<file path="src/rtl/imem_loader_if.sv">
// Host byte stream and instruction-memory write port of the program loader.
interface imem_loader_if #(
  parameter int AW = 5
) ();
  logic [7:0]    in_data;
  logic          in_valid;
  logic          in_ready;
  logic          wr_en;
  logic [AW-1:0] wr_addr;
  logic [31:0]   wr_data;

  modport slave (
    input  in_data, in_valid,
    output in_ready, wr_en, wr_addr, wr_data
  );

  modport master (
    output in_data, in_valid,
    input  in_ready, wr_en, wr_addr, wr_data
  );
endinterface

</file>
<file path="src/rtl/imem_loader.sv">
// Loads a checksum-protected program image into instruction memory and
// holds the core in reset until a complete, verified image is in place.
module imem_loader #(
  parameter int DEPTH = 32,
  parameter int AW    = 5
) (
  input  logic         clk,
  input  logic         rst,
  imem_loader_if.slave bus,
  input  logic         reload,
  output logic         core_run,
  output logic         done,
  output logic         error
);

  typedef enum logic [2:0] {IDLE, LOAD, CHECK, DONE, ERR} state_t;

  localparam logic [7:0] DEPTH8 = 8'(DEPTH);

  state_t        state_q, state_d;
  logic [7:0]    n_q, n_d;
  logic [1:0]    bidx_q, bidx_d;
  logic [7:0]    widx_q, widx_d;
  logic [7:0]    acc_q, acc_d;
  logic [23:0]   word_q, word_d;
  logic          wr_en_q, wr_en_d;
  logic [AW-1:0] wr_addr_q, wr_addr_d;
  logic [31:0]   wr_data_q, wr_data_d;
  logic          done_q, done_d;
  logic          error_q, error_d;
  logic          run_q, run_d;
  logic          ready;
  logic          fire;

  always_comb begin
    ready = !rst && (state_q == IDLE || state_q == LOAD || state_q == CHECK);
    fire  = ready && bus.in_valid;
  end

  always_comb begin
    state_d   = state_q;
    n_d       = n_q;
    bidx_d    = bidx_q;
    widx_d    = widx_q;
    acc_d     = acc_q;
    word_d    = word_q;
    wr_en_d   = 1'b0;
    wr_addr_d = wr_addr_q;
    wr_data_d = wr_data_q;
    done_d    = done_q;
    error_d   = error_q;
    run_d     = run_q;
    unique case (state_q)
      IDLE: begin
        if (fire) begin
          if (bus.in_data == 8'd0 || bus.in_data > DEPTH8) begin
            state_d = ERR;
            error_d = 1'b1;
          end else begin
            n_d     = bus.in_data;
            bidx_d  = '0;
            widx_d  = '0;
            acc_d   = '0;
            state_d = LOAD;
          end
        end
      end
      LOAD: begin
        if (fire) begin
          acc_d  = acc_q ^ bus.in_data;
          bidx_d = bidx_q + 2'd1;
          unique case (bidx_q)
            2'd0: word_d[7:0]   = bus.in_data;
            2'd1: word_d[15:8]  = bus.in_data;
            2'd2: word_d[23:16] = bus.in_data;
            default: begin
              // The top lane goes straight into the write register, so the
              // word reaches memory in the cycle after its last byte.
              wr_en_d   = 1'b1;
              wr_addr_d = AW'(widx_q);
              wr_data_d = {bus.in_data, word_q};
              widx_d    = widx_q + 8'd1;
              if (widx_q == n_q - 8'd1) state_d = CHECK;
            end
          endcase
        end
      end
      CHECK: begin
        if (fire) begin
          if (bus.in_data == acc_q) begin
            state_d = DONE;
            done_d  = 1'b1;
            run_d   = 1'b1;
          end else begin
            state_d = ERR;
            error_d = 1'b1;
          end
        end
      end
      DONE: begin
        if (reload) begin
          state_d = IDLE;
          done_d  = 1'b0;
          run_d   = 1'b0;
        end
      end
      ERR: begin
        if (reload) begin
          state_d = IDLE;
          error_d = 1'b0;
        end
      end
      default: state_d = IDLE;
    endcase
  end

  always_ff @(posedge clk) begin
    if (rst) begin
      state_q   <= IDLE;
      n_q       <= '0;
      bidx_q    <= '0;
      widx_q    <= '0;
      acc_q     <= '0;
      word_q    <= '0;
      wr_en_q   <= 1'b0;
      wr_addr_q <= '0;
      wr_data_q <= '0;
      done_q    <= 1'b0;
      error_q   <= 1'b0;
      run_q     <= 1'b0;
    end else begin
      state_q   <= state_d;
      n_q       <= n_d;
      bidx_q    <= bidx_d;
      widx_q    <= widx_d;
      acc_q     <= acc_d;
      word_q    <= word_d;
      wr_en_q   <= wr_en_d;
      wr_addr_q <= wr_addr_d;
      wr_data_q <= wr_data_d;
      done_q    <= done_d;
      error_q   <= error_d;
      run_q     <= run_d;
    end
  end

  assign bus.in_ready = ready;
  assign bus.wr_en    = wr_en_q;
  assign bus.wr_addr  = wr_addr_q;
  assign bus.wr_data  = wr_data_q;
  assign core_run     = run_q;
  assign done         = done_q;
  assign error        = error_q;

endmodule

</file>
<file path="src/flat_wrapper.sv">
// flat-port wrapper written by rule: the top's interface ports become plain ports
module imem_loader_flat 
#(
  parameter int DEPTH = 32,
  parameter int AW    = 5
)
  (clk, rst, reload, core_run, done, error, bus_in_data, bus_in_valid, bus_in_ready, bus_wr_en, bus_wr_addr, bus_wr_data);
  imem_loader_if #(.AW(AW)) bus_i ();
  input  logic clk;
  input  logic rst;
  input  logic reload;
  output logic core_run;
  output logic done;
  output logic error;
  input wire logic [$bits(bus_i.in_data)-1:0] bus_in_data;
  input wire logic [$bits(bus_i.in_valid)-1:0] bus_in_valid;
  output wire logic [$bits(bus_i.in_ready)-1:0] bus_in_ready;
  output wire logic [$bits(bus_i.wr_en)-1:0] bus_wr_en;
  output wire logic [$bits(bus_i.wr_addr)-1:0] bus_wr_addr;
  output wire logic [$bits(bus_i.wr_data)-1:0] bus_wr_data;
  assign bus_i.in_data = bus_in_data;
  assign bus_i.in_valid = bus_in_valid;
  assign bus_in_ready = bus_i.in_ready;
  assign bus_wr_en = bus_i.wr_en;
  assign bus_wr_addr = bus_i.wr_addr;
  assign bus_wr_data = bus_i.wr_data;
  imem_loader #(.DEPTH(DEPTH), .AW(AW)) u_core (.clk(clk), .rst(rst), .bus(bus_i), .reload(reload), .core_run(core_run), .done(done), .error(error));
endmodule
</file>
<file path="config.mk">
export PLATFORM = sky130hd
export DESIGN_NAME = imem_loader_flat
export DESIGN_NICKNAME = d
export VERILOG_FILES = /design/src/rtl/imem_loader_if.sv /design/src/rtl/imem_loader.sv /design/src/flat_wrapper.sv
export SDC_FILE = /design/constraint.sdc
export NUM_CORES = 1
export LEC_CHECK = 0
export ABC_AREA = 1
export CAP_MARGIN = 20
export CORE_MARGIN = 4
export CORE_UTILIZATION = 59
export DETAILED_ROUTE_END_ITERATION = 8
export PLACE_DENSITY = 0.95
export SETUP_SLACK_MARGIN = 0.2
export SLEW_MARGIN = 20
export SYNTH_ARGS = -nofsm -noshare
export SYNTH_HDL_FRONTEND = slang
export SYNTH_SLANG_ARGS = --single-unit
</file>
<file path="constraint.sdc">
create_clock -name clk -period 5 [get_ports clk]
set_clock_uncertainty 0.2 [all_clocks]
set_input_delay 1 -clock clk [delete_from_list [all_inputs] [get_ports clk]]
set_output_delay 1 -clock clk [all_outputs]
set_load 0.01 [all_outputs]
</file>
==> After elaboration in Yosys (flattened, before gate mapping) <==
Index checks and enable logic that the tools add are counted.
{ "op_classes": {"bitwise": 5, "n_eq_ne": 20, "n_addsub": 3, "mux": 30, "n_lt_le_gt_ge": 1, "reduce_logical": 25} }
{ "op_table": {"columns": ["operator", "n"], "rows": [
  ["two-way mux 8 bit", 5],
  ["case mux 8 bit (2 select lines)", 2],
  ["two-way mux 3 bit", 8],
  ["equality test 8 bit", 2],
  ["inequality test 2 bit (second input constant)", 8],
  ["AND reduction 3 bit", 5],
  ["case mux 3 bit (4 select lines)", 1],
  ["AND reduction 6 bit", 2],
  ["adder 8 x 1 -> 8 bit (second input constant)", 1],
  ["greater-than comparator 8 x 6 -> 1 bit (second input constant)", 1],
  ["zero test 8 bit", 1],
  ["two-way mux 1 bit", 8],
  ["inequality test 2 x 1 -> 1 bit (second input constant)", 4],
  ["AND reduction 4 bit", 2],
  ["subtractor 8 x 1 -> 8 bit (second input constant)", 1],
  ["bitwise XOR 8 bit", 1],
  ["equality test 3 x 2 -> 1 bit (second input constant)", 2],
  ["two-way mux 2 bit", 3],
  ["OR reduction 3 bit", 2],
  ["AND reduction 5 bit", 1],
  ["inverter 1 bit", 4],
  ["case mux 2 bit (2 select lines)", 1],
  ["nonzero test 2 bit", 2],
  ["equality test 3 x 1 -> 1 bit (second input constant)", 1],
  ["other kinds (13)", 16]
]} }
{ "word_totals": {"word_cells": 97, "reg_bits": 93, "output_inout_bits": 42} }

==> Logic depth before layout (Yosys ltp) <==
{ "logic_depth": {"word_depth": 7, "mapped_depth": 14, "ltp_nobuf": 14} }

==> Worst setup path after synthesis <==
Ideal clock, no wire load.
{ "synth_path": {"path_type": "input port to output port", "startpoint": "input port rst", "endpoint": "output port bus_in_ready", "arrival_ns": 1.547, "required_ns": 3.800, "cell_stages": 3, "setup_slack_ns": 2.253, "path_cell_list": "buf_2 -> clkbuf_1 -> nor2_1"} }
{ "synth_via": {"elab_chain_cells": 2} }
{ "synth_lines": {"columns": ["element", "line_no", "source"], "rows": [
  ["from (decl)", "flat_wrapper.sv:10", "input logic rst;"],
  ["zero test 1 bit", "imem_loader.sv:36", "ready = !rst && (state_q == IDLE || state_q == LOAD || state_q == CHECK);"],
  ["logical AND 1 bit", "imem_loader.sv:36", null],
  ["to (decl)", "flat_wrapper.sv:17", "output wire logic [$bits(bus_i.in_ready)-1:0] bus_in_ready;"]
]} }
Every way passes these cells.

==> Final worst setup path <==
Same ends and word-level chain as after synthesis.

==> impl_metrics.toml <==
[setup_path]
critPathSlowestCell = "clkdlybuf4s50_1"
r2r-start = "u_core.state_q[0]"
cp_data_required_time_ps = 3800
critical_path.n_buffers_inverters = 3
worstSetupStartpoint = "rst"
arrival_ps = 2310
slowest_delay_ps = 490
crit_path_max_fanout = 26
critPathTopFamily = "buffers and inverters"
crit_path_end_kind = "output port"
start_kind = "input pin"
crit_top_cell = "clkdlybuf4s50_1"
path_cells = "clkdlybuf4s50_1 -> buf_4 -> nor2_1 -> clkdlybuf4s50_1"
crit_type = "input pin to output port"

[clock_tree]
post_cts_resized = 0
clk_pin_slew_ps = 90
root_buffer = "clkbuf_8"
clock-sinks = 93
postCtsSetupBuffers = 0
hold_buffers = 0
cts_max_level = 3
cts_buffers = 9
cts_buffer_depth = 2
tritoncts = "done"
clock_latency_ps = 370

[detailed_routing]
avgRoutedWirePerCell_um = 13.6
drc = 0
via_count = 3573
ant_nets = 0
totalWireLength_um = 8990
first_iter_violations = 244
viasPerCell = 5.41
firstDrtPassIters = 5

[timing]
fmax_ghz = 0.285
hold_violations = 0
finalMaxSlewViolations = 0
setup_violations = 0
fin_crit_ps = 3510
fin_crit_sh_pct = 70.2
tns_ps = 0
tightest_slew_ps = 521
grt_setup_unrepaired = "no"
maxSlewHeadroom_pct = 65.3

[global_route]
antenna_found_initial = 0
grt_pass1_vias = 3354
grt_max_degree = 69
grt_pass1_wl_um = 15000
grt_remaining_overflow = 0
track_usage_pct = 22.1

[placement]
dp_hpwl_um = 6260
io_buffers = 53
gp_congestion = 0.949

[power]
p_leak_nw = 1.91
power.density_nw_per_um2 = 307
peakVddDrop_uv = 222

[hold_path]
hold_path.class = "flip-flop to flip-flop"
worstHoldStart = "u_core.n_q[7]"

[logic_synthesis]
ys.flop_type = "dfxtp_1"
ys_seq_area_share_pct = 46.0
mappedNetlistNets = 553
synthCells = 535
synth_warnings = 0
synth_cell_type_count = 31
synth_area_per_cell_um2 = 7.56
ys_ff_latch = 93
syn-cell-area_um2 = 4040
async_flop_share_pct = 0
synth_edf_count = 0

[run_status]
status = "finished, final reports clean"

[floorplan]
die_w_um = 90.8
coreArea_um2 = 6490
pin_count = 54
num_rows = 29
initial_utilization_pct = 62.3
dieArea_um2 = 8240
die_h_um = 90.8

[cells_and_area]
syn2layout_area_growth_pct = 16.8
utilization_pct = 72.7
drive_above_1_share_pct = 7.19
diodes = 0
fin_nets = 597

[run]
maxCapViolCount = 0
## flip-flops by register name, indices dropped and copies added (netlist names)
signal and flops:
u_core.bus.wr_data 32, u_core.bus.wr_en 1, u_core.word_q 24, u_core.state_q 3
u_core.done 1, u_core.bus.wr_addr 5, u_core.acc_q 8, u_core.widx_q 8
u_core.n_q 8, u_core.error 1, u_core.bidx_q 2
## layer usage
metal	global-route usage (%)	part of all wire, %
met1	26.3	44
met2	38.9	49
met3	3.75	5.1
met4	9.80	1.9
met5	0	0
## placed cells by master, fill, tap and decap left out, types with 7 or more instances in the layout
master	netlist	layout
nor2_1	121	121
dfxtp_1	93	93
nand2_1	74	74
o21ai_0	67	67
clkdlybuf4s50_1	0	53
a21oi_1	44	44
inv_1	31	31
nand3_1	16	16
xor2_1	10	10
clkbuf_8	0	9
inv_2	7	7
xnor2_1	7	7
## worst paths after layout
| check | endpoint | slack, ps | cells past startpoint |
|---|---|---|---|
| hold / removal | u_core.n_q[7] | 260 | 2 |
| setup / recovery | bus_in_ready | 1490 | 4 |
| setup reg to reg | u_core.bus.wr_data[26] | 2890 | 7 |
| hold reg to reg | u_core.n_q[7] | 260 | 2 |
## final cells by class
cell class	instances	area, um^2
multi-input combinational	381	1880
clock inverter	7	63.8
sequential	93	1860
fill	463	1770
inverter	39	151
timing repair buffer	55	546
clock buffer	9	124
tap	77	96.3
## Yosys cell counts, types with 4 or more instances
library cell    n  share of area, %
ha_1            6               1.9
o21ai_1         6              0.74
a21oi_1        44               5.4
xor2_1         10               2.2
dfxtp_1        93                46
nor2_1        121                11
buf_6           7               1.9
xnor2_1         7               1.5
nor3_1          4              0.50
or2_0           5              0.77
clkbuf_1        8              0.74
nand2_1        74               6.9
nand3_1        16               2.0
o21ai_0        67               8.3
inv_2           7              0.65
inv_1          31               2.9
nand2_4         4               1.1
## worst min-delay path, stage by stage (launching register included)
cell,delay (ps)
dfxtp_1,330
nand2_1,60
nor2_1,30
## metrics by stage
step / hold slack (ps) / total power, mW / instances / setup WS [ps] / area [um^2]
after floorplan: 230 / 0.931 / 535 / 2250 / 4040
final: 260 / 1.45 / 661 / 1490 / 4720
after global placement: 246 / 0.972 / 645 / 1520 / 4540
after global routing: 297 / 1.51 / 661 / 1440 / 4720
after detailed placement: 248 / 0.980 / 645 / 1500 / 4540
after CTS: 263 / 1.45 / 661 / 1490 / 4720
## kinds of logic after synthesis
family / after synthesis / synth area share, %
fa+ha+maj: 6 / 1.86
buf+inv: 61 / 7.43
flops: 93 / 46.0
simple gates: 236 / 25.3
xor+xnor: 17 / 3.68
compound gates: 122 / 15.7
## where the power goes
group	leakage [nW]	total (mW)	switching (mW)	internal, mW
Sequential	0.750	0.769	0.0134	0.756
Clock	0.0903	0.483	0.291	0.192
Combinational	1.07	0.197	0.128	0.0687
Note: power is estimated with default switching activity, not from simulation.
